==> config.mk <==
export PLATFORM = sky130hd
export DESIGN_NAME = adder_tree_operand_loader
export DESIGN_NICKNAME = d
export VERILOG_FILES = /design/src/rtl/adder_tree_operand_loader_pkg.sv /design/src/rtl/adder_tree_operand_loader_slot_bank.sv /design/src/rtl/adder_tree_operand_loader.sv
export SDC_FILE = /design/constraint.sdc
export NUM_CORES = 1
export LEC_CHECK = 0
export BUFFER_PORTS_ARGS = -buffer_cell sky130_fd_sc_hd__buf_2
export CORE_ASPECT_RATIO = 0.7
export CORE_MARGIN = 2
export CORE_UTILIZATION = 41
export CTS_CLUSTER_DIAMETER = 80
export DETAILED_ROUTE_END_ITERATION = 10
export GPL_TIMING_DRIVEN = 0
export PLACE_DENSITY = 0.74
export SYNTH_ARGS = -nofsm -noshare
export SYNTH_HDL_FRONTEND = slang
export SYNTH_SLANG_ARGS = --single-unit
==> constraint.sdc <==
create_clock -name clk -period 7.1 [get_ports clk]
set_input_delay 0.71 -clock clk [delete_from_list [all_inputs] [get_ports clk]]
set_output_delay 0.71 -clock clk [all_outputs]
set_load 0.05 [all_outputs]
==> src/rtl/adder_tree_operand_loader_pkg.sv <==
// Shared types and default sizes for the adder tree operand loader.
package adder_tree_pkg;

    localparam int ADDER_WIDTH  = 28;
    localparam int NUM_OPERANDS = 8;

    typedef logic [ADDER_WIDTH-1:0] operand_t;

    typedef enum logic {
        FILL = 1'b0,
        FULL = 1'b1
    } loader_state_t;

endpackage

==> src/rtl/adder_tree_operand_loader_slot_bank.sv <==
// Write-indexed operand register array with a per-slot valid mask.
// Slots whose mask bit is clear read as zero on the packed output, so a
// partially filled bank presents zeros to the unused tree leaves.
module operand_slot_bank #(
    parameter int WIDTH = 28,
    parameter int DEPTH = 8,
    parameter int IDX_W = $clog2(DEPTH)
) (
    input  logic                   clk,
    input  logic                   rst,
    input  logic                   wr_en,
    input  logic [IDX_W-1:0]       wr_idx,
    input  logic [WIDTH-1:0]       wr_data,
    input  logic                   clr,
    output logic [DEPTH*WIDTH-1:0] ops
);

    logic [WIDTH-1:0] slot [DEPTH];
    logic [DEPTH-1:0] mask;

    // Store accepted operands and track which slots hold live data.
    always_ff @(posedge clk or posedge rst) begin
        if (rst) begin
            for (int k = 0; k < DEPTH; k++) begin
                slot[k] <= '0;
            end
            mask <= '0;
        end else begin
            if (clr) begin
                mask <= '0;
            end
            if (wr_en) begin
                slot[wr_idx] <= wr_data;
                mask[wr_idx] <= 1'b1;
            end
        end
    end

    // Pack the bank, forcing unfilled slots to zero.
    always_comb begin
        ops = '0;
        for (int k = 0; k < DEPTH; k++) begin
            ops[k*WIDTH +: WIDTH] = mask[k] ? slot[k] : '0;
        end
    end

endmodule

==> src/rtl/adder_tree_operand_loader.sv <==
// Operand loader feeding the 8-input pipelined adder tree.
// Collects operands one per cycle, holds the completed bank stable until the
// tree takes it, and counts delivered banks.
// Optional macro LAST_FLUSH_EN adds in_last, which closes a short group early.
module adder_tree_operand_loader #(
    parameter  int ADDER_WIDTH  = adder_tree_pkg::ADDER_WIDTH,
    parameter  int NUM_OPERANDS = adder_tree_pkg::NUM_OPERANDS,
    localparam int IDX_W        = $clog2(NUM_OPERANDS),
    parameter  int CNT_W        = 16
) (
    input  logic                          clk,
    input  logic                          rst,
    input  logic [ADDER_WIDTH-1:0]        in_data,
    input  logic                          in_valid,
`ifdef LAST_FLUSH_EN
    input  logic                          in_last,
`endif
    output logic                          in_ready,
    output logic [NUM_OPERANDS*ADDER_WIDTH-1:0] out_ops,
    output logic                          out_valid,
    input  logic                          out_ready,
    output logic [CNT_W-1:0]              group_count
);

    import adder_tree_pkg::*;

    loader_state_t    state;
    loader_state_t    state_nxt;
    logic [IDX_W-1:0] idx;
    logic             accept;
    logic             handshake;
    logic             group_end;
    logic             last_op;

`ifdef LAST_FLUSH_EN
    assign last_op = in_last;
`else
    assign last_op = 1'b0;
`endif

    // Next-state decode and handshake outputs.
    always_comb begin
        state_nxt = state;
        in_ready  = 1'b0;
        out_valid = 1'b0;
        accept    = 1'b0;
        handshake = 1'b0;
        group_end = 1'b0;
        case (state)
            FILL: begin
                in_ready  = ~rst;
                accept    = in_valid & ~rst;
                group_end = accept & ((idx == IDX_W'(NUM_OPERANDS - 1)) | last_op);
                if (group_end) begin
                    state_nxt = FULL;
                end
            end
            FULL: begin
                out_valid = 1'b1;
                handshake = out_ready;
                if (handshake) begin
                    state_nxt = FILL;
                end
            end
            default: state_nxt = FILL;
        endcase
    end

    // State register.
    always_ff @(posedge clk or posedge rst) begin
        if (rst) begin
            state <= FILL;
        end else begin
            state <= state_nxt;
        end
    end

    // Write index: advance per accept, restart at slot 0 when a group closes.
    always_ff @(posedge clk or posedge rst) begin
        if (rst) begin
            idx <= '0;
        end else if (accept) begin
            idx <= group_end ? '0 : idx + 1'b1;
        end
    end

    // Delivered-bank counter; wraps naturally at its width.
    always_ff @(posedge clk or posedge rst) begin
        if (rst) begin
            group_count <= '0;
        end else if (handshake) begin
            group_count <= group_count + 1'b1;
        end
    end

    operand_slot_bank #(
        .WIDTH (ADDER_WIDTH),
        .DEPTH (NUM_OPERANDS),
        .IDX_W (IDX_W)
    ) u_bank (
        .clk     (clk),
        .rst     (rst),
        .wr_en   (accept),
        .wr_idx  (idx),
        .wr_data (in_data),
        .clr     (handshake),
        .ops     (out_ops)
    );

endmodule

==> After elaboration in Yosys (flattened, before gate mapping) <==
Index checks and enable logic that the tools add are counted.
{ "word_totals": {"ff_bits": 252, "latch_bits": 0, "ram_bits": 0, "rom_bits": 0, "input_bits": 32, "output_inout_bits": 242, "word_cells": 51, "n_memories": 0} }
{ "op_classes": {"addsub": 2, "mul": 0, "div": 0, "order_cmp": 4, "eq_ne": 1, "n_shift": 0, "n_mux": 24, "bitwise_logic": 6, "reduce_logical": 2} }
{ "op_table": {"columns": ["operator", "count"], "rows": [
  ["28-bit two-way mux", 9],
  ["224-bit bitwise mux", 1],
  ["28-bit demux with 3-bit select", 1],
  ["16-bit by 1-bit adder with 16-bit output (second input constant)", 1],
  ["8-bit two-way mux", 2],
  ["1-bit two-way mux", 8],
  ["8-bit bitwise OR", 1],
  ["4-bit >= comparator (second input constant)", 1],
  ["3-bit by 4-bit < comparator with 1-bit output (second input constant)", 1],
  ["4-bit by 1-bit < comparator with 1-bit output (second input constant)", 1],
  ["3-bit NOT with 4-bit output", 1],
  ["3-bit by 1-bit adder with 3-bit output (second input constant)", 1],
  ["1-bit demux with 3-bit select", 1],
  ["3-bit == test (second input constant)", 1],
  ["3-bit by 1-bit >= comparator with 1-bit output (second input constant)", 1],
  ["3-bit two-way mux", 1],
  ["1-bit bitwise AND", 2],
  ["1-bit logical AND", 2],
  ["1-bit NOT", 2],
  ["1-bit one-hot mux with 2 select lines", 1]
]} }

==> Longest topological paths before layout <==
{ "depth": {"word_depth": 6, "ltp_mapped": 6} }

==> Hierarchy <==
A second synthesis with hierarchy kept.
{ "unflattened": {"hier_cells": 825, "hier_area_um2": 11165.7} }
{ "by_module_without_submodules": {"columns": ["module", "instances", "cells_each", "area_per_inst_um2", "seq_area_each_um2"], "rows": [
  ["operand_slot_bank", 1, 750, 10269.8, 5805.6],
  ["adder_tree_operand_loader", 1, 75, 895.9, 500.5]
]} }

==> Worst setup path before layout <==
Ideal clock, no wire load.
{ "synth_timing": {"path_type": "input port to flip-flop", "from": "input port rst", "to": "register state", "setup_ns": 0.102, "arrival_ns": 6.364, "t_required_ns": 6.998, "path_slack_ns": 0.634, "stages": 3, "cell_sequence": "inv_1 nand3_1 mux2i_1"} }
{ "synth_between": {"elab_chain_cells": 5} }
{ "synth_rtl": {"columns": ["element", "line_no", "text"], "rows": [
  ["start, declared", "adder_tree_operand_loader.sv:12", "input logic rst,"],
  ["1-bit NOT", "adder_tree_operand_loader.sv:52", "accept = in_valid & ~rst;"],
  ["1-bit bitwise AND", "adder_tree_operand_loader.sv:52", null],
  ["1-bit bitwise AND", "adder_tree_operand_loader.sv:53", "group_end = accept & ((idx == IDX_W'(NUM_OPERANDS - 1)) | last_op);"],
  ["1-bit two-way mux", "adder_tree_operand_loader.sv:54", "if (group_end) begin"],
  ["1-bit one-hot mux with 2 select lines", "adder_tree_operand_loader.sv:49", "case (state)"],
  ["named net state_nxt", "adder_tree_operand_loader.sv:28", "loader_state_t state_nxt;"],
  ["end signal, assigned", "adder_tree_operand_loader.sv:74", "state <= state_nxt;"],
  ["end, declared", "adder_tree_operand_loader.sv:27", "loader_state_t state;"]
]} }
The timed path passes the listed nets, and every way through them passes these cells.
A chain may end at the register's enable or synchronous reset.

==> Worst setup path after layout <==
{ "layout_timing": {"from": "register u_bank.mask[3]", "to": "output port out_ops[94]"} }
{ "layout_between": {"elab_chain_cells": 1} }
{ "layout_rtl": {"columns": ["element", "line_no", "text"], "rows": [
  ["start, declared", "adder_tree_operand_loader_slot_bank.sv:19", "logic [DEPTH-1:0] mask;"],
  ["start signal, assigned", "adder_tree_operand_loader_slot_bank.sv:27", "mask <= '0;"],
  ["start signal, assigned", "adder_tree_operand_loader_slot_bank.sv:30", "mask <= '0;"],
  ["start signal, assigned by index", "adder_tree_operand_loader_slot_bank.sv:34", "mask[wr_idx] <= 1'b1;"],
  ["28-bit two-way mux", "adder_tree_operand_loader_slot_bank.sv:43", "ops[k*WIDTH +: WIDTH] = mask[k] ? slot[k] : '0;"],
  ["end, declared", "adder_tree_operand_loader.sv:19", "output logic [NUM_OPERANDS*ADDER_WIDTH-1:0] out_ops,"]
]} }
Every way passes these cells.

==> impl_results.md <==
- Mapped Cells: 830
- Max Transition Viols Final: 0
- Root Buffer Master: clkbuf_16
- Core area: 26,700 um2
- Port Buffers: roughly 270
- Synthesized area: about 11,000 um2
- Initial Utilization: between 40% and 50%
- Crit path max-delay family: buffers and inverters
- Vias after detailed routing: about 7.4k
- CP dominant cell by count: clkbuf_1
- Highest Clock Rate: ~320 MHz
- Post-Synth Adder-Cell Area: less than 1%
- Die width: roughly 200 um
- Resized Gates After CTS: 0
- Crit path buffers/inverters: 3
- Layout Skew: 15.5 ps
- CTS Hold Bufs: 0
- Synth cell types: 28
- Clock insertion delay at the later pin of the skew report: approximately 540 ps
- RSZ-0062 raised after global routing: false
- Global-route wire length before repair: about 46 mm
- Placement Cell Area: roughly 13,000 um2
- Overall routed net length: roughly 30 mm
- Synth Area in XOR/XNOR: 1.18%
- Headroom to the max-slew limit: a little over two fifths
- Vias in the first global route: between 7k and 8k
- Post-CTS Setup Inserts: 0
- Clock sink count: 252
- # rows: 50
- Crit path max fanout: 10
- Die Ht: approximately 140 um
- R2R Path End: u_bank.slot[63]
- CP Launch Type: flop
- Largest net degree at the start of global routing: between 40 and 50
- Hold_ws: roughly 370 ps
- Critical path class: flop to output port
- Area Overhead vs Synth: 26.0%
- DRC viols: 0
- RR Startpoint: state
- Register bit total from synthesis: between 200 and 300
- GRT Overall Usage: between 20% and 30%
- WL/cell: just under 20 um
- CP max-delay cell: clkbuf_1
- Final core utilization: a little over half
- GPL Wtd Cong: 0.783
- Post-route cell area: between 10,000 and 15,000 um2
- HP Class: primary input to async pin
- Final #Nets: 1,173
- Endpoints failing setup: 0
- Outcome: finished, final reports clean
- Setup tns final: 0 ps
- Crit path cell chain: clkbuf_1 -> clkbuf_1 -> and2_1 -> buf_2
- Worst endpoint data arrival time: 2390 ps
- Worst-path clk slew: around 60 ps
- Clk buf depth: 3
- CP peak stage delay: 530 ps
- Synth Area in Simple Gates: between 10% and 20%
- Main combinational cell family by area after synthesis: multiplexers
- Tightest Pin Transition: between 800 and 900 ps
- Reg2Reg Depth: 6
- TritonCTS clock tree: yes
- Maxcap violations: 0
- Mux cell area share after synthesis: between 20% and 30%
- Grt ovf: 0
- IO Pins: around 270
- Clock period minus worst slack: about 3100 ps
- Final worst path period share: around 44%
- HPWL Detailed: roughly 21 mm
- Post-synthesis compound-gate area fraction: less than 1%
- Post-Syn Area per Cell: around 13 um2
- Syn nets: slightly below 900
- 1st-iter DRT viols: 196
- Initial antenna violation count: 0
- Final ANT Viol Nets: 0
- Sequential fraction of the synthesis area: between 50% and 60%
- Vias per inst: 4.88
- Total number of yosys warnings: 0
- Final Hold Fails: 0
- Cts bufs inserted: 27
- TritonRoute pass-1 iters: 4
- Reg2reg setup slack: ~4900 ps
- Die area: roughly 28,000 um2
- Crit end category: output port
- Required @ worst endpoint: between 6000 and 7000 ps
- H-tree depth: 1
- Layout cells sized above 1: slightly below 50%
synthesized netlist by cell type:
cell type	instances	share of area, %
and3_2	1	0.068
and3_1	1	0.056
dfrtp_1	252	57
and2b_1	1	0.068
nor3b_4	1	0.17
mux2_2	191	19
mux2i_1	1	0.090
nor2b_1	2	0.11
nand2_1	21	0.71
buf_4	3	0.20
xor2_1	1	0.079
ha_1	3	0.34
nand4_1	4	0.23
buf_2	10	0.45
nor2_1	6	0.20
nand3_1	9	0.41
buf_6	7	0.71
and4_1	3	0.24
buf_8	1	0.14
xnor2_1	14	1.1
o21ai_0	1	0.045
nand3b_1	1	0.068
a21o_1	2	0.14
inv_1	4	0.14
clkbuf_1	29	0.98
mux2_4	27	3.6
mux2_1	9	0.91
and2_1	225	13
how the worst max path moves through the flow:
stage	from	end	slack, ps	cells after the start
after global placement	rst	state	280	4
after floorplan	rst	state	2170	3
final	u_bank.mask[3]	out_ops[94]	4000	4
after global routing	u_bank.mask[3]	out_ops[94]	3820	4
after detailed placement	rst	u_bank.slot[56]	4520	7
after CTS	u_bank.mask[3]	out_ops[94]	3960	4
state kept, by name, summed over array words and instances, names as in the netlist:
| name | cells |
|---|---|
| idx | 3 |
| group_count | 16 |
| u_bank.mask | 8 |
| state | 1 |
| u_bank.slot | 224 |
layout by cell type (no fill, tap or decap):
master / count
mux2_1: 9
buf_6: 7
clkinvlp_4: 2
and2_1: 225
clkinv_4: 1
bufinv_16: 4
nand3_1: 9
nor2_1: 6
and3_1: 1
clkinv_2: 6
a21o_1: 2
diode_2: 1
xor2_1: 1
o21ai_0: 1
ha_1: 3
nor3b_4: 1
dfrtp_1: 252
inv_1: 3
buf_2: 283
mux2i_1: 1
inv_6: 1
buf_4: 3
nand3b_1: 1
mux2_4: 27
and3_2: 1
buf_12: 6
nor2b_1: 2
nand2_1: 21
mux2_2: 191
clkbuf_16: 27
nand4_1: 4
xnor2_1: 14
buf_8: 1
and4_1: 3
clkbuf_8: 5
clkbuf_1: 34
and2b_1: 1
through the flow:
| stage | instances | worst slack (ps) |
|---|---|---|
| after floorplan | 830 | 2170 |
| after global placement | 1467 | 284 |
| after detailed placement | 1473 | 4520 |
| after CTS | 1523 | 3960 |
| after global routing | 1523 | 3820 |
| final | 1524 | 4000 |
metal layers:
metal | global-route usage [%] | up-vias | wire length (um)
met1 | 29.8 | 3794 | 13800
met5 | 0 | - | 0
met3 | 5.40 | 40 | 2010
met2 | 33.2 | 213 | 13500
li1 | - | 3386 | -
met4 | 3.74 | 0 | 478
kinds of logic (layout without fill, tap and decap cells):
kind of cell | count (synthesis) | count (layout)
other cells | 0 | 1
buf+inv | 54 | 383
mux | 228 | 228
simple gates | 275 | 275
compound gates | 3 | 3
fa+ha+maj | 3 | 3
flops | 252 | 252
xor+xnor | 15 | 15
final cells by class:
cell class                 instances  area [um2]
timing repair buffer             279        1490
antenna                            1        2.50
fill                            2344       12700
tap                              364         455
clock inverter                    13         175
multi-input combinational        524        4520
buffer                            50         275
inverter                           4        18.8
sequential                       252        6310
clock buffer                      37         763
Power is left out: the tool's default activity adds up to more than one toggle a clock period on the data nets, which glitch-free logic cannot reach.
